<file path="src/rtl/tx_ethernet_if.sv">
// tx_ethernet_if: frame request and payload handshake between a client
// and the tx_ethernet framer.
interface tx_ethernet_if;
    logic [47:0] tx_dst_mac;
    logic [15:0] tx_ethertype;
    logic        tx_start;
    logic        tx_busy;
    logic        tx_data_rdy;
    logic        tx_data_v;
    logic [7:0]  tx_data;
    logic        tx_data_last;
    logic        tx_done;
    logic        tx_err;

    modport master (
        output tx_dst_mac, tx_ethertype, tx_start,
        output tx_data_v, tx_data, tx_data_last,
        input  tx_busy, tx_data_rdy, tx_done, tx_err
    );

    modport slave (
        input  tx_dst_mac, tx_ethertype, tx_start,
        input  tx_data_v, tx_data, tx_data_last,
        output tx_busy, tx_data_rdy, tx_done, tx_err
    );
endinterface

</file>
<file path="src/rtl/tx_ethernet.sv">
// tx_ethernet: Ethernet II transmit framer producing a GMII byte stream
// (preamble, header, payload, zero pad, CRC-32 FCS, inter-frame gap).
module tx_ethernet #(
    parameter int         OCT         = 8,
    parameter logic [7:0] PRE         = 8'b10101010,
    parameter logic [7:0] SFD         = 8'b10101011,
    parameter int         MIN_PAYLOAD = 46,
    parameter int         MAX_PAYLOAD = 1500,
    parameter int         IFG         = 12
) (
    input  logic           RX_CLK,
    input  logic           rst,
    input  logic [47:0]    mac_addr,
    tx_ethernet_if.slave   bus,
    output logic           TX_EN,
    output logic [OCT-1:0] TXD,
    output logic           TX_ER
);

    localparam logic [10:0] MIN_P    = 11'(MIN_PAYLOAD);
    localparam logic [10:0] MAX_P    = 11'(MAX_PAYLOAD);
    localparam logic [3:0]  GAP_LAST = 4'(IFG - 1);

    typedef enum logic [3:0] {
        ST_IDLE, ST_PRE, ST_SFD, ST_DST, ST_SRC, ST_TYPE,
        ST_PAYLOAD, ST_PAD, ST_FCS, ST_ERR, ST_GAP
    } state_t;

    // state/cnt always describe the byte currently on TXD
    state_t         state, state_n;
    logic [3:0]     cnt, cnt_n;
    logic [10:0]    pcnt, pcnt_n;
    logic [111:0]   hdr, hdr_n;
    logic [31:0]    crc, crc_n;
    logic [31:0]    fcs;
    logic           last_q, last_n;
    logic           ovr_q, ovr_n;
    logic [OCT-1:0] txd_n;
    logic           en_n, er_n, done_n, err_n;
    logic           done_q, err_q;
    logic           rdy;

    function automatic logic [31:0] crc_upd(input logic [31:0] c,
                                            input logic [7:0] d);
        logic [31:0] r;
        r = c;
        for (int i = 0; i < 8; i++)
            r = (r[0] ^ d[i]) ? ((r >> 1) ^ 32'hEDB88320) : (r >> 1);
        return r;
    endfunction

    assign fcs = ~crc;

    // next byte, next state and handshake for the byte after this one
    always_comb begin
        state_n = state;
        cnt_n   = cnt;
        pcnt_n  = pcnt;
        hdr_n   = hdr;
        crc_n   = crc;
        last_n  = last_q;
        ovr_n   = ovr_q;
        txd_n   = '0;
        en_n    = 1'b0;
        er_n    = 1'b0;
        done_n  = 1'b0;
        err_n   = 1'b0;
        rdy = ((state == ST_TYPE) && (cnt == 4'd1)) ||
              ((state == ST_PAYLOAD) && !last_q);
        if (rdy) begin
            en_n = 1'b1;
            if (bus.tx_data_v) begin
                state_n = ST_PAYLOAD;
                txd_n   = bus.tx_data;
                pcnt_n  = pcnt + 11'd1;
                last_n  = bus.tx_data_last || (pcnt_n == MAX_P);
                ovr_n   = !bus.tx_data_last && (pcnt_n == MAX_P);
            end else begin
                // underrun: poisoned zero byte, then straight to the gap
                state_n = ST_ERR;
                er_n    = 1'b1;
            end
        end else begin
            unique case (state)
                ST_IDLE: begin
                    if (bus.tx_start) begin
                        state_n = ST_PRE;
                        cnt_n   = '0;
                        pcnt_n  = '0;
                        last_n  = 1'b0;
                        ovr_n   = 1'b0;
                        hdr_n   = {bus.tx_dst_mac, mac_addr, bus.tx_ethertype};
                        en_n    = 1'b1;
                        txd_n   = PRE;
                    end
                end
                ST_PRE: begin
                    en_n = 1'b1;
                    if (cnt == 4'd6) begin
                        state_n = ST_SFD;
                        txd_n   = SFD;
                        crc_n   = 32'hFFFFFFFF;
                    end else begin
                        cnt_n = cnt + 4'd1;
                        txd_n = PRE;
                    end
                end
                ST_SFD, ST_DST, ST_SRC, ST_TYPE: begin
                    en_n  = 1'b1;
                    txd_n = hdr[111:104];
                    hdr_n = {hdr[103:0], 8'h00};
                    cnt_n = cnt + 4'd1;
                    if (state == ST_SFD) begin
                        state_n = ST_DST;
                        cnt_n   = '0;
                    end else if (state == ST_DST && cnt == 4'd5) begin
                        state_n = ST_SRC;
                        cnt_n   = '0;
                    end else if (state == ST_SRC && cnt == 4'd5) begin
                        state_n = ST_TYPE;
                        cnt_n   = '0;
                    end
                end
                ST_PAYLOAD, ST_PAD: begin
                    en_n = 1'b1;
                    if (pcnt < MIN_P) begin
                        state_n = ST_PAD;
                        pcnt_n  = pcnt + 11'd1;
                    end else begin
                        state_n = ST_FCS;
                        cnt_n   = '0;
                        txd_n   = fcs[7:0];
                    end
                end
                ST_FCS: begin
                    if (cnt == 4'd3) begin
                        state_n = ST_GAP;
                        cnt_n   = '0;
                        done_n  = 1'b1;
                        err_n   = ovr_q;
                    end else begin
                        en_n  = 1'b1;
                        cnt_n = cnt + 4'd1;
                        unique case (cnt[1:0])
                            2'd0:    txd_n = fcs[15:8];
                            2'd1:    txd_n = fcs[23:16];
                            default: txd_n = fcs[31:24];
                        endcase
                    end
                end
                ST_ERR: begin
                    state_n = ST_GAP;
                    cnt_n   = '0;
                    err_n   = 1'b1;
                end
                ST_GAP: begin
                    if (cnt == GAP_LAST) begin
                        state_n = ST_IDLE;
                        cnt_n   = '0;
                    end else begin
                        cnt_n = cnt + 4'd1;
                    end
                end
                default: state_n = ST_IDLE;
            endcase
        end
        // FCS covers every byte from DST through PAD
        if (en_n && !er_n && (state_n inside {ST_DST, ST_SRC, ST_TYPE,
                                              ST_PAYLOAD, ST_PAD}))
            crc_n = crc_upd(crc, txd_n);
    end

    // state and registered GMII outputs
    always_ff @(posedge RX_CLK) begin
        if (rst) begin
            state  <= ST_IDLE;
            cnt    <= '0;
            pcnt   <= '0;
            hdr    <= '0;
            crc    <= 32'hFFFFFFFF;
            last_q <= 1'b0;
            ovr_q  <= 1'b0;
            TX_EN  <= 1'b0;
            TXD    <= '0;
            TX_ER  <= 1'b0;
            done_q <= 1'b0;
            err_q  <= 1'b0;
        end else begin
            state  <= state_n;
            cnt    <= cnt_n;
            pcnt   <= pcnt_n;
            hdr    <= hdr_n;
            crc    <= crc_n;
            last_q <= last_n;
            ovr_q  <= ovr_n;
            TX_EN  <= en_n;
            TXD    <= txd_n;
            TX_ER  <= er_n;
            done_q <= done_n;
            err_q  <= err_n;
        end
    end

    assign bus.tx_busy     = (state != ST_IDLE);
    assign bus.tx_data_rdy = rdy;
    assign bus.tx_done     = done_q;
    assign bus.tx_err      = err_q;

endmodule
</file>
<file path="src/flat_wrapper.sv">
// flat-port wrapper written by rule: the top's interface ports become plain ports
module tx_ethernet_flat 
#(
    parameter int         OCT         = 8,
    parameter logic [7:0] PRE         = 8'b10101010,
    parameter logic [7:0] SFD         = 8'b10101011,
    parameter int         MIN_PAYLOAD = 46,
    parameter int         MAX_PAYLOAD = 1500,
    parameter int         IFG         = 12
)
  (RX_CLK, rst, mac_addr, TX_EN, TXD, TX_ER, bus_tx_dst_mac, bus_tx_ethertype, bus_tx_start, bus_tx_data_v, bus_tx_data, bus_tx_data_last, bus_tx_busy, bus_tx_data_rdy, bus_tx_done, bus_tx_err);
  tx_ethernet_if bus_i ();
  input  logic RX_CLK;
  input  logic rst;
  input  logic [47:0] mac_addr;
  output logic TX_EN;
  output logic [OCT-1:0] TXD;
  output logic TX_ER;
  input wire logic [$bits(bus_i.tx_dst_mac)-1:0] bus_tx_dst_mac;
  input wire logic [$bits(bus_i.tx_ethertype)-1:0] bus_tx_ethertype;
  input wire logic [$bits(bus_i.tx_start)-1:0] bus_tx_start;
  input wire logic [$bits(bus_i.tx_data_v)-1:0] bus_tx_data_v;
  input wire logic [$bits(bus_i.tx_data)-1:0] bus_tx_data;
  input wire logic [$bits(bus_i.tx_data_last)-1:0] bus_tx_data_last;
  output wire logic [$bits(bus_i.tx_busy)-1:0] bus_tx_busy;
  output wire logic [$bits(bus_i.tx_data_rdy)-1:0] bus_tx_data_rdy;
  output wire logic [$bits(bus_i.tx_done)-1:0] bus_tx_done;
  output wire logic [$bits(bus_i.tx_err)-1:0] bus_tx_err;
  assign bus_i.tx_dst_mac = bus_tx_dst_mac;
  assign bus_i.tx_ethertype = bus_tx_ethertype;
  assign bus_i.tx_start = bus_tx_start;
  assign bus_i.tx_data_v = bus_tx_data_v;
  assign bus_i.tx_data = bus_tx_data;
  assign bus_i.tx_data_last = bus_tx_data_last;
  assign bus_tx_busy = bus_i.tx_busy;
  assign bus_tx_data_rdy = bus_i.tx_data_rdy;
  assign bus_tx_done = bus_i.tx_done;
  assign bus_tx_err = bus_i.tx_err;
  tx_ethernet #(.OCT(OCT), .PRE(PRE), .SFD(SFD), .MIN_PAYLOAD(MIN_PAYLOAD), .MAX_PAYLOAD(MAX_PAYLOAD), .IFG(IFG)) u_core (.RX_CLK(RX_CLK), .rst(rst), .mac_addr(mac_addr), .bus(bus_i), .TX_EN(TX_EN), .TXD(TXD), .TX_ER(TX_ER));
endmodule
</file>
<file path="config.mk">
export PLATFORM = sky130hd
export DESIGN_NAME = tx_ethernet_flat
export DESIGN_NICKNAME = d
export VERILOG_FILES = /design/src/rtl/tx_ethernet_if.sv /design/src/rtl/tx_ethernet.sv /design/src/flat_wrapper.sv
export SDC_FILE = /design/constraint.sdc
export NUM_CORES = 1
export LEC_CHECK = 0
export CELL_PAD_IN_SITES_DETAIL_PLACEMENT = 1
export CELL_PAD_IN_SITES_GLOBAL_PLACEMENT = 1
export CORE_ASPECT_RATIO = 1.75
export CORE_MARGIN = 1
export CORE_UTILIZATION = 29
export CTS_CLUSTER_SIZE = 8
export DETAILED_ROUTE_END_ITERATION = 7
export PLACE_DENSITY = 0.62
export SLEW_MARGIN = 15
export SYNTH_ARGS = -nofsm -noshare
export SYNTH_HDL_FRONTEND = slang
export SYNTH_SLANG_ARGS = --single-unit
</file>
<file path="constraint.sdc">
create_clock -name RX_CLK -period 3.8 [get_ports RX_CLK]
set_input_delay 0.76 -clock RX_CLK [delete_from_list [all_inputs] [get_ports RX_CLK]]
set_output_delay 0.76 -clock RX_CLK [all_outputs]
set_load 0.02 [all_outputs]
</file>
After elaboration in Yosys (flattened, before gate mapping)

Cells that the tools add are included.

Flip-flop bits (word level): 177
Bits of input ports: 125
Output and inout port bits: 14
Word-level logic and storage cells: 158

$add $sub $neg: 2
Magnitude comparators: 1
Equal/unequal tests: 29
Multiplexer cells: 62
Bitwise gates (word level): 19
Reduce and logical (&&, ||, !) cells: 33

Operators with widths:

| operator              | number |
|---|---|
| $mux 32               | 12 |
| $pmux 112 s2          | 1 |
| $mux 112              | 1 |
| $not 13->14           | 8 |
| $mux 4                | 18 |
| $pmux 4 s7            | 2 |
| $mux 11               | 4 |
| $eq 4x3->1 const B    | 10 |
| $mux 8                | 5 |
| $pmux 8 s5            | 1 |
| $not 32->32           | 1 |
| $pmux 11 s2           | 1 |
| $eq 4x2->1 const B    | 4 |
| $eq 4x4->1 const B    | 4 |
| $pmux 8 s2            | 1 |
| $mux 1                | 14 |
| $add 11x1->11 const B | 1 |
| $eq 11x11->1 const B  | 1 |
| $lt 11x6->1 const B   | 1 |
| $reduce_bool 2->1     | 5 |
| $reduce_and 3->1      | 3 |
| $eq 4x1->1 const B    | 2 |
| $ne 2x2->1 const B    | 4 |
| $xor 1x1->1           | 8 |
| 23 further kinds      | 34 |

Longest topological paths before layout

Gate-level depths: netlist of the first run.

Depth in word-level cells: 22
Gate-level depth with buffers: 13
Depth with buffers taken out: 11

Worst setup path before layout of the first run

Ideal clock, no wire load.

Kind: flip-flop to flip-flop
Start point: register u_core.cnt[0]
End point: register u_core.crc[19]
Setup time: 0.120 ns
Arrival time: 2.922 ns
Data required time: 3.680 ns
Setup slack: 0.758 ns
Stages on the path, launching flop included: 13
Buffers on the path: 1
Period minus slack after synthesis: 3.042 ns
Cells stage by stage: dfxtp_1 -> inv_1 -> ha_1 -> or2_2 -> buf_2 -> o221ai_1 -> a22o_1 -> o21ai_0 -> a22oi_4 -> xor2_1 -> xnor2_1 -> xnor2_1 -> a211o_2

Word-level cells in the longest chain between the ends: 20
Elaborated cells between the ends (all ways): 62
Classes of those cells: 12 x eq/ne; 26 x mux; 12 x bitwise; 12 x reduce/logical

Ends and longest elaborated chain:

| what                                          | line               | text |
|---|---|---|
| start: declaration                            | tx_ethernet.sv:31  | `logic [3:0] cnt, cnt_n;` |
| start signal: assignment                      | tx_ethernet.sv:190 | `cnt <= cnt_n;` |
| $eq 2x1->1 or $logic_not 2->1 (tied branches) | tx_ethernet.sv:144 | `unique case (cnt[1:0])` |
| $pmux 8 s2                                    | tx_ethernet.sv:144 |  |
| $mux 8                                        | tx_ethernet.sv:136 | `if (cnt == 4'd3) begin` |
| $pmux 8 s5                                    | tx_ethernet.sv:84  | `unique case (state)` |
| $mux 8                                        | tx_ethernet.sv:70  | `if (rdy) begin` |
| $xor 1x1->1                                   | tx_ethernet.sv:48  | `r = (r[0] ^ d[i]) ? ((r >> 1) ^ 32'hEDB88320) : (r >> 1);` |
| $mux 32 (2 in series)                         | tx_ethernet.sv:48  |  |
| $not 13->14 (no source line)                  | -                  |  |
| (+2 left out)                                 | -                  |  |
| $mux 32 (2 in series)                         | tx_ethernet.sv:48  |  |
| $not 13->14 (no source line)                  | -                  |  |
| $mux 32                                       | tx_ethernet.sv:48  |  |
| $not 13->14 (no source line)                  | -                  |  |
| $mux 32                                       | tx_ethernet.sv:48  |  |
| $not 13->14 (no source line)                  | -                  |  |
| $mux 32                                       | tx_ethernet.sv:48  |  |
| $mux 32                                       | tx_ethernet.sv:168 | `if (en_n && !er_n && (state_n inside {ST_DST, ST_SRC, ST_TYPE,` |
| end signal: assignment                        | tx_ethernet.sv:193 | `crc <= crc_n;` |
| end: declaration                              | tx_ethernet.sv:34  | `logic [31:0] crc, crc_n;` |

Several ways; a longest one is shown, not always the timed one.
A chain may end at the register's enable or synchronous reset.

Worst setup path after layout of the first run

Start point: register u_core.cnt[1]
End point: register u_core.crc[29]

Word-level cells in the longest chain between the ends: 17
Elaborated cells between the ends (all ways): 57
Classes of those cells: 12 x eq/ne; 26 x mux; 7 x bitwise; 12 x reduce/logical

Ends and longest elaborated chain:

| what                                          | line |
|---|---|
| $eq 2x1->1 or $logic_not 2->1 (tied branches) | tx_ethernet.sv:144 |
| $pmux 8 s2                                    | tx_ethernet.sv:144 |
| $mux 8                                        | tx_ethernet.sv:136 |
| $pmux 8 s5                                    | tx_ethernet.sv:84 |
| $mux 8                                        | tx_ethernet.sv:70 |
| $xor 1x1->1                                   | tx_ethernet.sv:48 |
| $mux 32 (6 in series)                         | tx_ethernet.sv:48 |
| $xor 1x1->1                                   | tx_ethernet.sv:48 |
| $mux 32                                       | tx_ethernet.sv:48 |
| $not 13->14 (no source line)                  | - |
| $mux 32                                       | tx_ethernet.sv:48 |
| $mux 32                                       | tx_ethernet.sv:168 |

Several ways; a longest one is shown, not always the timed one.

==> impl_metrics.tcl, run 1 <==
set metrics [dict create \
    antenna_cells 0 \
    ir_worst_vdd_mv 0.308 \
    wl_met2_um 15000 \
    met3_length_um 791 \
    rsz0062_at_grt "false" \
    clock_tree.root_cell "clkbuf_16" \
    clockBufferDepth 2 \
    startpoint "u_core.cnt[1]$_SDFFE_PP0P_" \
    crit_type "reg -> reg" \
    cp-start-kind "flip-flop" \
    numCtsBuffers 17 \
    start_util 0.295 \
    synthFlopType "dfxtp_1" \
    cts_tree "built" \
    min_period_ns 3.41 \
    nets 1367 \
    async_flop_share 0 \
    num-fill-cells 3685 \
    antenna_found_initial 0 \
    cts_resized 0 \
    synth-seq-area-share 0.391 \
    h-tree-depth 4 \
    required_ns 4.13 \
    hold-worst-slack_ns 0.455 \
    fp.dieH_um 236 \
    cp.arrival_ns 3.74 \
    slew_viol_final 0 \
    gr-total-overflow 0 \
    end_kind "flip-flop" \
    reg2reg_from "u_core.cnt[1]$_SDFFE_PP0P_" \
    leakage_nw 4.11 \
    cts_sinks 177 \
    grt_pass1_vias 8763 \
    area_delta_synth_final_pct 25.9 \
    die_w_um 136 \
    fp.coreArea_mm2 0.0307 \
    synth_edf_count 0 \
    wl_met1_um 12100 \
    synth_top_area_cell "dfxtp_1" \
    finalSetupViolCount 0 \
    clk_latency_ns 0.44 \
    ys_warn_count 0 \
    post-cts-setup-buffers 0 \
    max_cap_violations 0 \
    hpwl_um 20100 \
    io_pins 139 \
    stdcell_count 1640 \
    synth-seq-cells 177 \
    synth_cell_types 67 \
    maxSlewHeadroom 0.420 \
    final_core_utilization 0.371 \
    worstPathMaxFanout 8 \
    cts_hold_buffers 0 \
    place_congestion 0.841 \
    clkTransAtPathRegs_ns 0.07 \
    power_density_mw_per_mm2 391 \
    avgSynthCellArea_um2 7.84 \
    drt-vias-per-instance 5.16 \
    tightestPinTransition_ns 0.871 \
    routed_wl_um 28900 \
    path_cells "inv_1, ha_1, inv_1, o221ai_1, a221o_1, o21ai_0, a22oi_4, xnor2_2, xor2_1, xor2_1, a211o_1" \
    final.setup_skew_ns 0.0104 \
    routed-via-count 8462 \
    grt_pass1_wl_um 46800 \
    numPortBuffers 138 \
    hp-start "u_core.hdr[6]$_SDFFE_PP0P_" \
    syn_inst 1156 \
    wl_per_cell_um 17.6 \
    timing.final.crit_share 0.897 \
    top_layer "met4" \
    initialDrtViolationCount 348 \
    crit_slowest_cell "xnor2_2" \
    first_pass_iters 6 \
    finalHoldViolCount 0 \
    status "finished, final reports clean" \
    fmaxAchievable_mhz 293 \
    drc 0 \
    fp.dieArea_mm2 0.0320 \
    hp-class "reg -> reg" \
    grtUsageTotal 0.189 \
    synthTopCellsByArea "dfxtp_1 (39%), nand2_1 (10%), a311oi_1 (10%)" \
    grt_start_max_net_pins 141 \
    synth.top_cell.area_share 0.391 \
    syn_area_mm2 0.00906 \
    placementRows 85 \
    max_stage_delay_ns 0.45 \
    drive_gt1_frac 0.0745 \
    synth_fp_nets 1286 \
    place_inst 1609 \
    antenna_left 0 \
    fin_tns_setup_ns 0 \
]
[registers in the layout (all words and copies together) (netlist names), 4 cells and up]
| register | cells |
|---|---|
| u_core.state | 4 |
| u_core.cnt | 4 |
| u_core.pcnt | 11 |
| u_core.TXD | 8 |
| u_core.hdr | 112 |
| u_core.crc | 32 |
[cell families (layout without fill, tap and decap cells)]
group,after synthesis,in the layout,synth area share
and+or+nand+nor,523,523,0.246
AOI/OAI and AO/OA,276,276,0.235
DFF,177,177,0.391
buffers and inverters,109,202,0.0503
xor gates and xnor gates,65,65,0.0699
adders and majority gates,5,5,0.00690
muxes,1,1,0.00110
[metrics by stage]
| step | cell area (um2) | worst slack (ns) | power, mW |
|---|---|---|---|
| detailed placement | 10800 | 0.202 | 2.62 |
| finish | 11400 | 0.392 | 4.47 |
| CTS | 11400 | 0.357 | 4.54 |
| global placement | 10800 | 0.247 | 2.61 |
| global route | 11400 | 0.153 | 4.67 |
| floorplan | 9060 | 0.758 | 2.37 |
[cell type report]
type | instances | area (um2) | share of cell area
flip-flops and latches | 177 | 3540 | 0.311
multi-input cells | 870 | 5090 | 0.446
clock buffers | 20 | 457 | 0.0400
inverters | 11 | 41.3 | 0.00362
clock inverters | 11 | 161 | 0.0141
repair buffers | 160 | 1620 | 0.142
well taps | 391 | 489 | 0.0429
[cell usage after synthesis, types with 6 or more instances]
cell type  instances
nor2_1           173
and2_1             6
a22o_1            11
or2_2             13
buf_1              6
buf_2              7
xnor2_2            6
xnor2_1           45
a21oi_1           65
a22oi_4            7
nand2b_1           6
nor4_1             8
xor2_1            13
a211o_1           12
nor3_1            18
o21ai_0           29
nand2_1          244
o21ai_1            7
nand3_1           20
inv_1             11
clkbuf_1          78
a311oi_1         104
dfxtp_1          177
o221ai_1           8
[worst paths after layout]
path | endpoint | slack (ns) | cells after the start
setup / recovery | u_core.crc[29]$_SDFFE_PP1P_ | 0.39 | 11
hold / removal | u_core.hdr[6]$_SDFFE_PP0P_ | 0.46 | 2
setup reg to reg | u_core.crc[29]$_SDFFE_PP1P_ | 0.39 | 11
hold reg to reg | u_core.hdr[6]$_SDFFE_PP0P_ | 0.46 | 2
[metal layers]
layer,vias to the layer above,track usage
li1,4206,-
met1,4047,0.214
met2,157,0.334
met3,52,0.0316
met4,0,0.0933
met5,-,0
[power by group]
group / switching, mW / internal (mW) / total [mW]
Combinational: 0.276 / 0.280 / 0.557
Clock: 0.766 / 1.13 / 1.89
Sequential: 0.0598 / 1.96 / 2.02
Total: 1.10 / 3.36 / 4.47
[placed cells by master (no fill, tap or decap), types with 5 or more instances in the layout]
cell             count
a221o_1              5
or3_1                5
ha_1                 5
xor2_1              13
dfxtp_1            177
clkinv_2             5
a22o_1              11
nor2b_1              5
nand2_1            244
nor3_1              18
inv_1               11
and2_1               6
buf_12               6
clkdlybuf4s50_1    137
nand3_1             20
xnor2_1             45
nor2_1             172
o221ai_1             8
a311oi_1           104
or2_2               12
xnor2_2              6
clkbuf_16           17
a21oi_1             65
a211o_1             12
buf_4               16
a22oi_4              7
o21ai_0             29
nor4_1               8
o21ai_1              6
nand2b_1             6
[worst max-delay path, delay by kind of cell (launching register included)]
kind	cells	cell delay [ns]
DFF	1	0.39
AOI/OAI and AO/OA	5	1.32
xor gates and xnor gates	3	0.91
buffers and inverters	2	0.40
adders and majority gates	1	0.28
No activity file was read; power rests on OpenSTA's default activity.
==> run 2, diff against run 1 <==
--- a/config.mk
+++ b/config.mk
@@ -9,10 +9,10 @@
 export CELL_PAD_IN_SITES_GLOBAL_PLACEMENT = 1
 export CORE_ASPECT_RATIO = 1.75
 export CORE_MARGIN = 1
-export CORE_UTILIZATION = 29
+export CORE_UTILIZATION = 40
 export CTS_CLUSTER_SIZE = 8
 export DETAILED_ROUTE_END_ITERATION = 7
-export PLACE_DENSITY = 0.62
+export PLACE_DENSITY = 0.81
 export SLEW_MARGIN = 15
 export SYNTH_ARGS = -nofsm -noshare
 export SYNTH_HDL_FRONTEND = slang
==> run 2 against run 1 <==
  * Flip-flop and latch count stayed put
  * Critical path depth rose by 2
  * First-iteration DRC count up 27%
  * Maximum frequency is 1.9% higher
  * Combinational power about the same
  * Utilization up 14 points
  * Power shrank 3.9%
  * Global-route usage grew 5.7 points
  * Clock power decreased by 9%
  * Die area is 27% lower
  * Routed wire length down 5.3%
  * Non-clock buffer count increased by 3
  * Critical path type unchanged
  * Largest power group unchanged
==> impl_metrics.tcl, run 2 (synthesis results as in run 1) <==
set metrics [dict create \
    num-fill-cells 2697 \
    ir_worst_vdd_mv 0.279 \
    tightestPinTransition_ns 0.828 \
    slew_viol_final 0 \
    cts_sinks 177 \
    cts_tree "built" \
    fin_tns_setup_ns 0 \
    postPlaceCellArea_mm2 0.0107 \
    clock_tree.root_cell "clkbuf_16" \
    post-cts-setup-buffers 0 \
    cts_resized 0 \
    gr-total-overflow 0 \
    hold-worst-slack_ns 0.460 \
    wl_per_cell_um 17.7 \
    fp.dieH_um 201 \
    timing.final.crit_share 0.880 \
    antenna_left 0 \
    finalSetupViolCount 0 \
    clk_latency_ns 0.45 \
    fp.dieArea_mm2 0.0233 \
    h-tree-depth 4 \
    finalHoldViolCount 0 \
    crit_type "reg -> reg" \
    place_ws_ns 0.290 \
    r2r_setup_slack_ns 0.45 \
    clockBufferDepth 2 \
    largest-register "u_core.hdr" \
    die_w_um 116 \
    antenna_found_initial 2 \
    power_density_mw_per_mm2 382 \
    largest_reg_flops 112 \
    worstPathMaxFanout 8 \
    cp-start-kind "flip-flop" \
    drc 0 \
    numPortBuffers 138 \
    grt_start_max_net_pins 117 \
    initialDrtViolationCount 441 \
    place_congestion 0.904 \
    io_pins 139 \
    clkTransAtPathRegs_ns 0.07 \
    multi_input_area_mm2 0.00509 \
    reg.largest.list "u_core.hdr (112), u_core.crc (32), u_core.pcnt (11)" \
    maxSlewHeadroom 0.448 \
    fmaxAchievable_mhz 299 \
    mostFrequentLayoutCells "nand2_1 (244), dfxtp_1 (177), nor2_1 (172)" \
    seq_area_mm2 0.00354 \
    fp.coreArea_mm2 0.0222 \
    area_delta_synth_final_pct 24.1 \
    start_util 0.409 \
    final_area_mm2 0.0112 \
    grt_pass1_wl_um 45100 \
    cp.arrival_ns 3.67 \
    status "finished, final reports clean" \
    drive_gt1_frac 0.0774 \
    end_kind "flip-flop" \
    placementRows 72 \
    hp-class "reg -> reg" \
    max_cap_violations 0 \
    fin_total_pwr_mw 4.29 \
    first_pass_iters 4 \
    grt_pass1_vias 8943 \
    routed_wl_um 27400 \
    nets 1370 \
    required_ns 4.13 \
    routed-via-count 8522 \
    hpwl_um 19100 \
    rsz0062_at_grt "false" \
    leakage_nw 4.08 \
    grtUsageTotal 0.246 \
    cts_hold_buffers 0 \
    setup_ws_ns 0.455 \
    min_period_ns 3.35 \
    final.setup_skew_ns 0.00895 \
    drt-vias-per-instance 5.49 \
    numCtsBuffers 17 \
    layout_commonest_cell "nand2_1" \
]
==> run 2: layer usage <==
layer  vias to the layer above  track usage  wire length (um)
met5                         -            0                 0
met4                         0        0.118              1030
met3                        63       0.0455               831
met2                       176        0.439             14600
met1                      4068        0.274             11000
li1                       4215            -                 -
==> run 2: where the power goes <==
group / total [mW] / leakage (nW) / internal, mW / switching [mW]
clock: 1.72 / 0.265 / 0.912 / 0.808
sequential: 2.02 / 1.45 / 1.96 / 0.0601
combinational: 0.558 / 2.36 / 0.282 / 0.275
total: 4.29 / 4.08 / 3.15 / 1.14
==> run 2: cell type report <==
type / count / share of cell area
Inverter: 11 / 0.00367
Sequential cell: 177 / 0.315
Tap cell: 296 / 0.0329
Multi-Input combinational cell: 870 / 0.453
Clock inverter: 14 / 0.0119
Clock buffer: 18 / 0.0382
Antenna cell: 2 / 0.000445
Timing Repair Buffer: 163 / 0.145
==> run 2: per-stage QoR <==
step | std cells | utilization
3_3_place_gp | 1517 | 0.482
4_1_cts | 1549 | 0.507
5_1_grt | 1551 | 0.507
3_5_place_dp | 1517 | 0.482
6_report | 1551 | 0.507
2_1_floorplan | 1156 | -
==> run 2: final timing paths <==
kind / startpoint / end / cells after the start
max: u_core.cnt[0]$_SDFFE_PP0P_ / u_core.crc[7]$_SDFFE_PP1P_ / 13
min reg2reg: u_core.hdr[6]$_SDFFE_PP0P_ / u_core.hdr[6]$_SDFFE_PP0P_ / 2
min: u_core.hdr[6]$_SDFFE_PP0P_ / u_core.hdr[6]$_SDFFE_PP0P_ / 2
max reg2reg: u_core.cnt[0]$_SDFFE_PP0P_ / u_core.crc[7]$_SDFFE_PP1P_ / 13
==> run 2: worst max-delay path, cell delays in order (launching register included) <==
cell,delay [ns]
dfxtp_1,0.39
inv_1,0.11
ha_1,0.27
buf_4,0.19
or2b_1,0.15
o221ai_1,0.10
a221o_1,0.37
o21ai_0,0.28
a22oi_4,0.20
xnor2_2,0.46
xor2_1,0.28
buf_4,0.17
xor2_1,0.17
a21oi_1,0.09
==> run 3, diff against run 2 <==
--- a/config.mk
+++ b/config.mk
@@ -17,3 +17,4 @@
 export SYNTH_ARGS = -nofsm -noshare
 export SYNTH_HDL_FRONTEND = slang
 export SYNTH_SLANG_ARGS = --single-unit
+export TNS_END_PERCENT = 1
==> results of run 3 <==
The final DEF is identical to that of run 2; final timing and power are the same.
==> variant: new RTL, settings of run 1 <==
`SFD` is set to 8'b10101011 in 2 places; all go to 8'b10000000.
--- a/src/rtl/tx_ethernet.sv
+++ b/src/rtl/tx_ethernet.sv
@@ -4,5 +4,5 @@
     parameter int         OCT         = 8,
     parameter logic [7:0] PRE         = 8'b10101010,
-    parameter logic [7:0] SFD         = 8'b10101011,
+    parameter logic [7:0] SFD         = 8'b10000000,
     parameter int         MIN_PAYLOAD = 46,
     parameter int         MAX_PAYLOAD = 1500,
--- a/src/flat_wrapper.sv
+++ b/src/flat_wrapper.sv
@@ -4,5 +4,5 @@
     parameter int         OCT         = 8,
     parameter logic [7:0] PRE         = 8'b10101010,
-    parameter logic [7:0] SFD         = 8'b10101011,
+    parameter logic [7:0] SFD         = 8'b10000000,
     parameter int         MIN_PAYLOAD = 46,
     parameter int         MAX_PAYLOAD = 1500,
Function: same outputs for any inputs over 4 cycles, from zero or initial values and one cycle with rst high; that may be too few to reach the edited logic, so the function may still have changed.
==> variant against run 1 <==
  * Routed wire length grew 4.1%
  * Final area grew 3.6%
  * Critical path depth did not move
  * Clock power rose by 13%
  * Synthesized area is 0.81% higher
  * Count of clock-buffer cells in the layout grew 1
  * Total power up 7.1%
  * Worst setup slack worse by 0.093 ns
  * Synthesized cell count is 0.87% lower
  * Sequential cell count did not move
==> variant: results (changes against run 1) <==
metric;value;unit;change
status;complete, no violations;;unchanged
Peak supply drop;0.333;mV;was 0.308 mV
Post-synth top cells;nand2_1, dfxtp_1, nor2_1;;unchanged
Hold Slack;0.465;ns;was 0.455 ns
post-DP HPWL;21.5;mm;was 20.1 mm
largest net degree at the start of global routing;80;;was 141
terminus of the critical flop-to-flop path;u_core.crc[19];;was u_core.crc[29]
crit path from;u_core.cnt[0];;was u_core.cnt[1]
FF-to-FF setup slack;0.30;ns;was 0.39 ns
WL final;30.1;mm;was 28.9 mm
Crit Path Max Fanout;26;;was 8
DRT iter0 DRCs;384;;was 348
initial antenna violation count;2;;was 0
total global-route track usage;0.195;;was 0.189
worst setup path endpoint;u_core.crc[19];;was u_core.crc[29]
post-layout net count;1389;;was 1367
Static Leakage;4.33;nW;was 4.11 nW
number of global-route vias before repair;9014;;was 8763
DRT Pass-1 Iters;4;;was 6
gpl congestion;0.845;;was 0.841
top post-synthesis cells by area;dfxtp_1, nand2_1, a311oi_1, nor2_1, clkbuf_1;;was dfxtp_1, nand2_1, a311oi_1, nor2_1, xnor2_1
syn nets;1276;;was 1286
Synth Area in XOR/XNOR;0.0771;;was 0.0699
share of post-route cells with drive strength above 1;0.0921;;was 0.0745
first-pass GRT wire length;48.2;mm;was 46.8 mm
Peak Freq;286;MHz;was 293 MHz
Worst R2R Start;u_core.cnt[0];;was u_core.cnt[1]
Worst Path Arrival;3.83;ns;was 3.74 ns
Post-Place Worst Slack;0.184;ns;was 0.202 ns
post-synthesis compound-gate area fraction;0.234;;was 0.235
critical-path cell with the highest stage delay;dfxtp_1;;was xnor2_2
clock skew;0.0102;ns;was 0.0104 ns
Synth cell types;66;;was 67
Max Root-Sink Buffers;2;;unchanged
worst min-delay path startpoint;u_core.hdr[4];;was u_core.hdr[6]
Worst-Skew Late Latency;0.45;ns;
multiplexer share of the synthesized area;0.00219;;was 0.00110
switching part of the total;0.238;;was 0.247
Worst-Margin Slew;1.04;ns;was 0.871 ns
Adder-Cell Fraction of Synth Area;0.00685;;was 0.00690
Seq/Total Area, Yosys;0.388;;was 0.391
## variant: cell count changes after synthesis, moves of 4 or more
| cell | before | now |
|---|---|---|
| a21oi_1 | 65 | 50 |
| or3_1 | 5 | 14 |
| nand2_1 | 244 | 258 |
| xnor3_1 | 0 | 5 |
| xnor2_1 | 45 | 31 |
| a22o_1 | 11 | 7 |
| nor4_1 | 8 | 2 |
| a211o_1 | 12 | 6 |
| nand2b_1 | 6 | 12 |
| o21ai_1 | 7 | 12 |
| nor2_1 | 173 | 161 |
| or2_2 | 13 | 2 |
| o21ai_0 | 29 | 36 |
## variant: per-stage QoR
step           total power [W]  utilization  cells  instance area, um^2
6_report               0.00478        0.383   1662                11800
5_1_grt                0.00500        0.383   1662                11800
4_1_cts                0.00486        0.383   1662                11800
3_5_place_dp           0.00269        0.360   1631                11100
3_3_place_gp           0.00268        0.360   1631                11100
2_1_floorplan          0.00239            -   1146                 9140
## variant: final cells by class
cell class / instances / area, um^2
fillers: 3665 / 19000
multi-input cells: 868 / 5200
flip-flops and latches: 177 / 3540
repair buffers: 185 / 1830
well taps: 391 / 489
clock buffers: 21 / 480
clock inverters: 10 / 228
inverters: 10 / 37.5
## variant: per-layer routing
metal  vias to the layer above  GRT usage  wire length [um]  share of wire
met5                         -          0                24        0.00080
met4                         4     0.0902              1030          0.034
met3                        59     0.0420              1050          0.035
met2                       166      0.350             16000           0.53
met1                      4123      0.213             12000           0.40
li1                       4251          -                 -              -
## variant: power groups by stage
stage | Sequential (W) | Combinational [W] | Clock, W
after floorplan | 0.00204 | 0.000348 | 0
after global placement | 0.00206 | 0.000620 | 0
after detailed placement | 0.00206 | 0.000633 | 0
after CTS | 0.00202 | 0.000636 | 0.00221
after global routing | 0.00203 | 0.000688 | 0.00228
final | 0.00202 | 0.000627 | 0.00214
